$ cat config.mk
export PLATFORM = sky130hd
export DESIGN_NAME = mbist_response_analyzer
export DESIGN_NICKNAME = d
export VERILOG_FILES = /design/src/rtl/mbist_pkg.sv /design/src/rtl/mbist_fail_fifo.sv /design/src/rtl/mbist_response_analyzer.sv
export SDC_FILE = /design/constraint.sdc
export NUM_CORES = 1
export LEC_CHECK = 0
export ABC_AREA = 1
export CAP_MARGIN = 20
export CORE_MARGIN = 2
export CORE_UTILIZATION = 50
export CTS_CLUSTER_DIAMETER = 200
export CTS_CLUSTER_SIZE = 30
export DETAILED_ROUTE_END_ITERATION = 8
export GPL_ROUTABILITY_DRIVEN = 0
export GPL_TIMING_DRIVEN = 0
export PLACE_DENSITY = 0.74
export SLEW_MARGIN = 25
export SYNTH_ARGS = -nofsm -noshare
export SYNTH_HDL_FRONTEND = slang
export SYNTH_SLANG_ARGS = --single-unit
export TNS_END_PERCENT = 30
$ cat constraint.sdc
create_clock -name clk -period 5.2 [get_ports clk]
set_input_delay 1.04 -clock clk [delete_from_list [all_inputs] [get_ports clk]]
set_output_delay 1.04 -clock clk [all_outputs]
set_load 0.01 [all_outputs]
$ cat src/rtl/mbist_pkg.sv
// Shared MBIST types: controller state encoding and the fail-log entry layout.
package mbist_pkg;
  typedef enum logic [1:0] {IDLE, RUN, DRAIN, DONE} mbist_state_e;

  localparam int ERR_W      = 16;
  localparam int LOG_ADDR_W = 10;
  localparam int LOG_DATA_W = 8;

  typedef struct packed {
    logic [LOG_ADDR_W-1:0] addr;
    logic [LOG_DATA_W-1:0] syndrome;
  } log_entry_t;
endpackage

$ cat src/rtl/mbist_fail_fifo.sv
// Fail-log FIFO with first-word fall-through; a pop frees a slot for a same-cycle push.
module mbist_fail_fifo
  import mbist_pkg::*;
#(
  parameter int DEPTH = 4
) (
  input  logic       clk,
  input  logic       rst,
  input  logic       clr,
  input  logic       push,
  input  logic       pop,
  input  log_entry_t din,
  output log_entry_t dout,
  output logic       empty,
  output logic       full
);
  localparam int AW = $clog2(DEPTH);

  log_entry_t     mem [DEPTH];
  logic [AW:0]    wr_ptr, rd_ptr;
  logic           do_push, do_pop;

  // Extra pointer bit distinguishes full from empty when the indices match.
  assign empty   = (wr_ptr == rd_ptr);
  assign full    = (wr_ptr[AW] != rd_ptr[AW]) && (wr_ptr[AW-1:0] == rd_ptr[AW-1:0]);
  assign do_pop  = pop && !empty;
  assign do_push = push && (!full || do_pop);
  assign dout    = mem[rd_ptr[AW-1:0]];

  always_ff @(posedge clk) begin
    if (rst || clr) begin
      wr_ptr <= '0;
      rd_ptr <= '0;
    end else begin
      if (do_push) wr_ptr <= wr_ptr + (AW+1)'(1);
      if (do_pop)  rd_ptr <= rd_ptr + (AW+1)'(1);
    end
  end

  always_ff @(posedge clk) begin
    if (do_push && !clr) mem[wr_ptr[AW-1:0]] <= din;
  end
endmodule

$ cat src/rtl/mbist_response_analyzer.sv
// MBIST read-side checker: aligns address/expected data to the memory latency,
// compares, counts and logs failures, and reports pass/fail after the march ends.
module mbist_response_analyzer
  import mbist_pkg::*;
#(
  parameter int ADDR_W    = LOG_ADDR_W,
  parameter int DATA_W    = LOG_DATA_W,
  parameter int RD_LAT    = 1,
  parameter int LOG_DEPTH = 4
) (
  input  logic              clk,
  input  logic              rst,
  input  logic              start,
  input  logic              finish,
  input  logic              rd_en,
  input  logic [ADDR_W-1:0] rd_addr,
  input  logic [DATA_W-1:0] exp_data,
  input  logic [DATA_W-1:0] rd_data,
  output logic              busy,
  output logic              done,
  output logic              pass,
  output logic [ERR_W-1:0]  err_cnt,
  output logic              log_valid,
  output logic [ADDR_W-1:0] log_addr,
  output logic [DATA_W-1:0] log_syndrome,
  input  logic              log_pop,
  output logic              log_overflow
);
  mbist_state_e state, state_nxt;
  logic [2:0]   drain_cnt;

  logic [RD_LAT:1]             vld_pipe;
  logic [RD_LAT:1][ADDR_W-1:0] addr_pipe;
  logic [RD_LAT:1][DATA_W-1:0] exp_pipe;

  logic [DATA_W-1:0] syn;
  logic              rd_acc, mism, log_push, log_empty, log_full;
  log_entry_t        push_entry, head_entry;

  assign rd_acc = rd_en && (state == RUN);
  assign syn    = rd_data ^ exp_pipe[RD_LAT];
  assign mism   = vld_pipe[RD_LAT] && (syn != '0);
  // A compare landing on the start cycle belongs to the aborted run.
  assign log_push = mism && !start;

  always_ff @(posedge clk) begin
    if (rst || start) vld_pipe <= '0;
    else begin
      for (int i = RD_LAT; i > 1; i--) vld_pipe[i] <= vld_pipe[i-1];
      vld_pipe[1] <= rd_acc;
    end
  end

  always_ff @(posedge clk) begin
    for (int i = RD_LAT; i > 1; i--) begin
      addr_pipe[i] <= addr_pipe[i-1];
      exp_pipe[i]  <= exp_pipe[i-1];
    end
    addr_pipe[1] <= rd_addr;
    exp_pipe[1]  <= exp_data;
  end

  always_ff @(posedge clk) begin
    if (rst) state <= IDLE;
    else     state <= state_nxt;
  end

  always_comb begin
    state_nxt = state;
    case (state)
      RUN:     if (finish) state_nxt = DRAIN;
      DRAIN:   if (drain_cnt == '0) state_nxt = DONE;
      default: state_nxt = state;
    endcase
    if (start) state_nxt = RUN;
  end

  // DRAIN lasts RD_LAT cycles so the read issued with finish is compared.
  always_ff @(posedge clk) begin
    if (rst) drain_cnt <= '0;
    else if (state == RUN && finish && !start) drain_cnt <= 3'(RD_LAT - 1);
    else if (state == DRAIN && drain_cnt != '0) drain_cnt <= drain_cnt - 3'd1;
  end

  always_ff @(posedge clk) begin
    if (rst || start) err_cnt <= '0;
    else if (mism && err_cnt != '1) err_cnt <= err_cnt + ERR_W'(1);
  end

  always_ff @(posedge clk) begin
    if (rst || start) log_overflow <= 1'b0;
    else if (mism && log_full && !(log_pop && !log_empty)) log_overflow <= 1'b1;
  end

  always_comb begin
    push_entry          = '0;
    push_entry.addr     = LOG_ADDR_W'(addr_pipe[RD_LAT]);
    push_entry.syndrome = LOG_DATA_W'(syn);
  end

  mbist_fail_fifo #(.DEPTH(LOG_DEPTH)) u_log (
    .clk   (clk),
    .rst   (rst),
    .clr   (start),
    .push  (log_push),
    .pop   (log_pop),
    .din   (push_entry),
    .dout  (head_entry),
    .empty (log_empty),
    .full  (log_full)
  );

  assign busy         = (state == RUN) || (state == DRAIN);
  assign done         = (state == DONE);
  assign pass         = done && (err_cnt == '0);
  assign log_valid    = !log_empty;
  assign log_addr     = log_empty ? '0 : ADDR_W'(head_entry.addr);
  assign log_syndrome = log_empty ? '0 : DATA_W'(head_entry.syndrome);
endmodule

Yosys cells after proc, flatten, opt, wreduce, memory -nomap -nowiden

Memories as Yosys holds them, arrays and structs flattened. A register that Yosys moved wholly into a read port is not among the register bits.
Cells that the tools add are included.

Register bits after elaboration: 47
Bits in read-only memories: 0
Bits in writable memories: 72
Logic and storage cells: 68
Output and inout bits: 39
Latch bits: 0
Memories kept: 1
Input port bits: 32

Memories:

| memory    | words | bits a word | rd ports | clocked after memory_dff | write ports | line                  | source |
|---|---|---|---|---|---|---|---|
| u_log.mem | 4     | 18          | 1        | 1                        | 1           | mbist_fail_fifo.sv:19 | `log_entry_t mem [DEPTH];` |

Div/mod/pow operators: 0
Bitwise gates (word level): 1
Reductions and logical operators: 31
Magnitude comparators: 0
Muxes and demuxes: 10
Eq/ne operators: 11
Shifts and indexed selects: 0
$mul: 0
Add/subtract/negate cells: 4

Operator list:

| cell                                                               | count |
|---|---|
| 16-bit by 1-bit adder with 16-bit output, second input constant    | 1 |
| 16-bit zero test                                                   | 1 |
| 16-bit != test, second input constant                              | 1 |
| 1-bit logical AND                                                  | 14 |
| 10-bit two-way mux                                                 | 1 |
| 2-bit two-way mux                                                  | 4 |
| 8-bit two-way mux                                                  | 1 |
| 8-bit nonzero test                                                 | 1 |
| 8-bit XOR                                                          | 1 |
| 3-bit by 1-bit adder with 3-bit output, second input constant      | 2 |
| 3-bit != test, second input constant                               | 2 |
| 3-bit AND reduction                                                | 2 |
| 3-bit nonzero test                                                 | 2 |
| 2-bit == test, second input constant                               | 2 |
| 1-bit zero test                                                    | 4 |
| 2-bit != test, second input constant                               | 2 |
| 2-bit case mux with 2 select lines                                 | 1 |
| 2-bit OR reduction                                                 | 2 |
| 3-bit == test                                                      | 1 |
| 3-bit zero test                                                    | 1 |
| 1-bit logical OR                                                   | 3 |
| 1-bit two-way mux                                                  | 3 |
| 3-bit by 1-bit subtractor with 3-bit output, second input constant | 1 |
| 2-bit by 1-bit == test with 1-bit output, second input constant    | 1 |
| other kinds (3)                                                    | 3 |

Logic depth before layout (Yosys ltp)

Word-level depth: 8
Gate-level depth with buffers: 10
Depth with buffers taken out: 10

Hierarchy

From an unflattened synthesis, not the netlist that was laid out.

Cells, all modules: 557
Area, all modules: 5316.3 um^2

By module, submodules not included:

| module                  | area an instance (um^2) | cells an instance | times used |
|---|---|---|---|
| mbist_fail_fifo         | 3155.5                  | 237               | 1 |
| mbist_response_analyzer | 2160.8                  | 320               | 1 |

Least setup slack after synthesis

OpenSTA, ideal clock, no wires.

Path kind: input -> register
From: input port rd_data[1]
To: memory u_log.mem[0][0] (netlist bit), enable pin
Path buffers: 0
Required time: 4.807 ns
Arrival time: 2.524 ns
Cell stages on the path: 8
Path slack: 2.284 ns
Cells stage by stage: inv_1 nand2_1 nand2_1 nand2_1 nor2_1 nand2_1 nand3_1 nor2_1

Longest elaborated chain between the ends: 8

Ends and longest elaborated chain:

| item                                    | line                          | source |
|---|---|---|
| start: declaration                      | mbist_response_analyzer.sv:18 | `input logic [DATA_W-1:0] rd_data,` |
| 8-bit XOR                               | mbist_response_analyzer.sv:41 | `assign syn = rd_data ^ exp_pipe[RD_LAT];` |
| 8-bit nonzero test                      | mbist_response_analyzer.sv:42 | `assign mism = vld_pipe[RD_LAT] && (syn != '0);` |
| 1-bit logical AND                       | mbist_response_analyzer.sv:42 |  |
| 1-bit logical AND                       | mbist_response_analyzer.sv:44 | `assign log_push = mism && !start;` |
| 1-bit logical AND                       | mbist_fail_fifo.sv:27         | `assign do_push = push && (!full \|\| do_pop);` |
| 1-bit logical AND                       | mbist_fail_fifo.sv:41         | `if (do_push && !clr) mem[wr_ptr[AW-1:0]] <= din;` |
| 1-bit two-way mux                       | mbist_fail_fifo.sv:41         |  |
| 1-bit two-way mux (implied by the code) | mbist_fail_fifo.sv:41         |  |
| end: declaration                        | mbist_fail_fifo.sv:19         |  |

Every way passes these cells.

==> results by stage <==
Pwr:
- Internal power comes to roughly 1.9 mW.
- The power density relative to cell area is 345 nW/um^2.
- Summed over all cells, the static leakage comes to 2.70 nW.
- The sequential share of power is 43.9%.
- The net switching power is slightly below 500 uW.
- The worst supply voltage drop on vdd is 0.000228 V.
- Net switching is roughly a fifth of the power.
- The fraction of power consumed by combinational cells is about 3.3%.
- The part of the power in the clock network is about 53%.

Clock network:
- The post-CTS setup buffer count is 0.
- The number of gates resized after cts is 0.
- The number of sinks driven by the clock tree is approximately 120.
- Hold repair after CTS inserted 0 buffers.
- The CTS clock-pin slew for the worst setup and hold paths is roughly 60 ps.
- The clock insertion delay at the later pin of the skew report is around 520 ps.
- TritonCTS built the clock tree.
- The number of clock buffers added by TritonCTS is 17.
- The cell at the root of the clock tree is sky130_fd_sc_hd__clkbuf_8.
- The H-tree generated during clock tree synthesis spans 4 levels.
- The maximum count of clock buffers along a single path is 2.

Place:
- The number of buffers added on ports is 70.
- The count of placed standard cells including taps is 770.
- Timing analysis after detailed placement gives a worst setup slack of 1520 ps.
- The detailed placer's ending HPWL is 8.08 mm.
- The post-detailed-placement cell area is a little over 6000 sq um.

Cells and area:
- The total inserted antenna cells is 0.
- The footprint of the flip-flops and latches is around 3100 sq um.
- The area of the multi-input gates is between 1500 and 2000 sq um.
- The finished cells cover 6840 sq um.
- The area added between synthesis and finish is 29.6%.
- The final cell count without fillers is 802.
- The number of nets in the layout is 697.
- The number of fill cells in the layout is 795.
- Of the cells placed in the final design, the portion with a size suffix greater than 1 is 8.41%.

Synthesis:
- By area the synthesized netlist is led by sky130_fd_sc_hd__edfxtp_1 41%, sky130_fd_sc_hd__dfxtp_1 19%, sky130_fd_sc_hd__nand2_1 8.0%, sky130_fd_sc_hd__inv_1 6.0%, sky130_fd_sc_hd__nor2_1 5.8%.
- The number of different library cells in the post-synthesis netlist is 29.
- In this run, synthesis produced a sequential element count of 121.
- The async set-reset flop share out of synthesis is 0%.
- Of the synthesized area, sequential elements account for 59.6%.
- The most used flip-flop cell after synthesis is sky130_fd_sc_hd__edfxtp_1.
- The net count after synthesis is 605.
- The number of warnings issued by yosys is 0.
- The per-instance average area after synthesis is 9.41 sq um.
- The synthesized design contains 72 enable-type register cells.
- The cell type with the highest aggregate area in the netlist is sky130_fd_sc_hd__edfxtp_1.
- In the synthesized netlist, the number of instances is 561.
- The top cell type's share of synthesized area is 41.0%.
- The synthesized cell area is 5280 sq um.

Critical path:
- The element type at the critical path start is a flip-flop.
- The top fanout value on the critical path is 10.
- The arrival time at the worst endpoint is roughly 2800 ps.
- The worst setup path is captured at an output port.
- The kind of critical path is reg2out.
- Data on the critical path is required at its endpoint by 4160 ps.

Floorplanning:
- The core box area is 10300 sq um.
- The die boundary height is 107 um.
- The die covers about 11000 sq um.
- Pin placement for this block handled 71 I/O pins.
- The chip width is ~110 um.
- Once the floorplan was initialized, standard cells occupied 51.4% of the core.
- After floorplanning, the core was divided into 37 placement rows.

Routing:
- The number of routed nets with antenna violations is 0.
- The post-route DRC violation count is 0.
- The detailed-route wire length is 12.4 mm.
- After detailed routing, the average wire length per cell comes to 15.5 um.
- The final route contains 4132 vias.
- The detailed router finished its first iteration with 222 violations.
- In the routed layout, each cell is associated on average with a via count of 5.15.
- The number of iterations in the first detailed-routing pass is 5.

GRT:
- The number of antenna violations at the first check in global routing came to 0.
- The via count of the first global-routing pass was 4282.
- The total routing resource utilization after global routing is 23.2%.
- Entering global routing, the biggest net connects 19 pins.
- The aggregate global routing overflow is 0.
- The wire length of the first global-routing pass is 20.2 mm.

Hold path:
- The tightest min-delay check is of the reg2reg type.

Timing:
- The number of failing hold endpoints at the final stage is 0.
- The pin slew with the least headroom to its limit is 676 ps.
- The number of max-slew violations in the final report is 0.
- Derived from the worst setup path, the maximum achievable clock frequency is around 260 MHz.
- In the final timing run, aggregate negative setup slack is 0 ps.
- Setup repair after global routing left no endpoint under its margin.
- The final cycle utilization of the critical path is between 70% and 80%.
- The worst path needs just under 4000 ps of the cycle, external delays included.
- The worst pin sits at a relative slew slack of 54.9%.
- Setup slack on the critical path of the routed design comes to 1330 ps.
- The number of failing setup endpoints in the final timing report is 0.
- The setup skew after layout is 7.70 ps.

Flow run:
- The max-cap violation count is 0.

Run status:
- The run finished with clean final reports.
-- kinds of logic (layout without fill, tap and decap cells) --
| family | after synthesis | count (layout) | synth area share [%] |
|---|---|---|---|
| buf+inv | 106 | 211 | 7.78 |
| compound gates | 71 | 71 | 8.46 |
| simple gates | 241 | 241 | 19.7 |
| flops | 121 | 121 | 59.6 |
| xor+xnor | 10 | 10 | 1.66 |
| fa+ha+maj | 12 | 12 | 2.84 |
-- per-stage QoR --
stage | power, mW | hold WS [ps] | util, %
after floorplan | 1.09 | 438 | -
after global placement | 1.13 | 450 | 59.8
after CTS | 2.37 | 459 | 66.5
after global routing | 2.42 | 468 | 66.5
final | 2.36 | 451 | 66.5
after detailed placement | 1.13 | 448 | 60.4
-- synth_stat cells, types with 2 or more instances --
master and instances:
sky130_fd_sc_hd__nand2_1 113, sky130_fd_sc_hd__a21oi_2 6, sky130_fd_sc_hd__ha_1 12, sky130_fd_sc_hd__buf_1 2
sky130_fd_sc_hd__o21ai_0 25, sky130_fd_sc_hd__nor2_1 82, sky130_fd_sc_hd__buf_2 4, sky130_fd_sc_hd__inv_1 85
sky130_fd_sc_hd__xor2_1 9, sky130_fd_sc_hd__or2_2 2, sky130_fd_sc_hd__a21oi_1 21, sky130_fd_sc_hd__nand3_1 25
sky130_fd_sc_hd__nand4_1 9, sky130_fd_sc_hd__clkbuf_1 13, sky130_fd_sc_hd__dfxtp_1 49, sky130_fd_sc_hd__edfxtp_1 72
sky130_fd_sc_hd__nand3_4 2, sky130_fd_sc_hd__and2_1 2, sky130_fd_sc_hd__o32ai_1 18
-- cell usage in the layout, fill, tap and decap left out, types with 2 or more instances in the layout --
cell                              netlist  routed
sky130_fd_sc_hd__clkinv_2               0       2
sky130_fd_sc_hd__buf_1                  2       2
sky130_fd_sc_hd__edfxtp_1              72      72
sky130_fd_sc_hd__clkdlybuf4s50_1        0      70
sky130_fd_sc_hd__nor2_1                82      78
sky130_fd_sc_hd__xor2_1                 9       9
sky130_fd_sc_hd__ha_1                  12      12
sky130_fd_sc_hd__bufinv_16              0       4
sky130_fd_sc_hd__nor2_2                 1       4
sky130_fd_sc_hd__dfxtp_1               49      49
sky130_fd_sc_hd__clkinv_4               0       4
sky130_fd_sc_hd__inv_1                 85      85
sky130_fd_sc_hd__or2_2                  2       2
sky130_fd_sc_hd__inv_6                  0       2
sky130_fd_sc_hd__nand3_4                2       2
sky130_fd_sc_hd__clkbuf_1              13      14
sky130_fd_sc_hd__and2_1                 2       2
sky130_fd_sc_hd__buf_8                  0       2
sky130_fd_sc_hd__nand3_1               25      25
sky130_fd_sc_hd__buf_2                  4       4
sky130_fd_sc_hd__a21oi_1               21      21
sky130_fd_sc_hd__a21oi_2                6       6
sky130_fd_sc_hd__o21ai_0               25      25
sky130_fd_sc_hd__clkbuf_16              0      17
sky130_fd_sc_hd__buf_6                  1       2
sky130_fd_sc_hd__nand4_1                9       9
sky130_fd_sc_hd__nand2_1              113     113
sky130_fd_sc_hd__o32ai_1               18      18
-- per-layer routing --
layer / wire length [um] / GRT usage (%) / vias to the layer above
li1: - / - / 2030
met1: 5070 / 26.6 / 1947
met2: 6400 / 41.2 / 138
met3: 745 / 6.26 / 17
met4: 196 / 8.91 / 0
met5: 0 / 0 / -
-- power by group through the flow --
| stage | Sequential, mW | Combinational, mW | Clock (mW) |
|---|---|---|---|
| after floorplan | 1.05 | 0.0340 | 0 |
| after global placement | 1.05 | 0.0733 | 0 |
| after detailed placement | 1.05 | 0.0768 | 0 |
| after CTS | 1.03 | 0.0782 | 1.25 |
| after global routing | 1.04 | 0.0859 | 1.30 |
| final | 1.03 | 0.0779 | 1.25 |
-- cell type report --
| cell class | count | area share (%) |
|---|---|---|
| flip-flops and latches | 121 | 46.0 |
| inverters | 86 | 4.72 |
| repair buffers | 73 | 10.9 |
| multi-input cells | 334 | 25.4 |
| clock inverters | 13 | 2.78 |
| plain buffers | 20 | 1.28 |
| well taps | 136 | 2.49 |
| clock buffers | 19 | 6.48 |
-- critical path: stages (launching register included) --
cell and delay, ps:
sky130_fd_sc_hd__dfxtp_1 310, sky130_fd_sc_hd__buf_2 190, sky130_fd_sc_hd__clkinv_1 200, sky130_fd_sc_hd__buf_1 510, sky130_fd_sc_hd__nor2_1 110, sky130_fd_sc_hd__o32ai_1 250, sky130_fd_sc_hd__nand2_1 110, sky130_fd_sc_hd__inv_1 90
sky130_fd_sc_hd__clkdlybuf4s50_1 530
-- worst paths after layout --
check                                               start                         end  slack (ps)  cells past startpoint
worst min register to register  log_overflow$_SDFFE_PP0P_   log_overflow$_SDFFE_PP0P_         450                      2
worst min-delay path            log_overflow$_SDFFE_PP0P_   log_overflow$_SDFFE_PP0P_         450                      2
worst max-delay path                            flip-flop             log_syndrome[4]        1330                      8
worst max register to register        exp_pipe[7]$_DFF_P_  u_log.mem[3][17]$_DFFE_PP_        2760                      9
-- sequential cells by signal, summed over array words and instances, names as in the netlist, named ones only --
signal and count:
drain_cnt 3, u_log.rd_ptr 3, state 2, exp_pipe 8, addr_pipe 10, vld_pipe 1
err_cnt 16, log_overflow 1, u_log.mem 72, u_log.wr_ptr 3
Power figures use the tool's default switching activity.
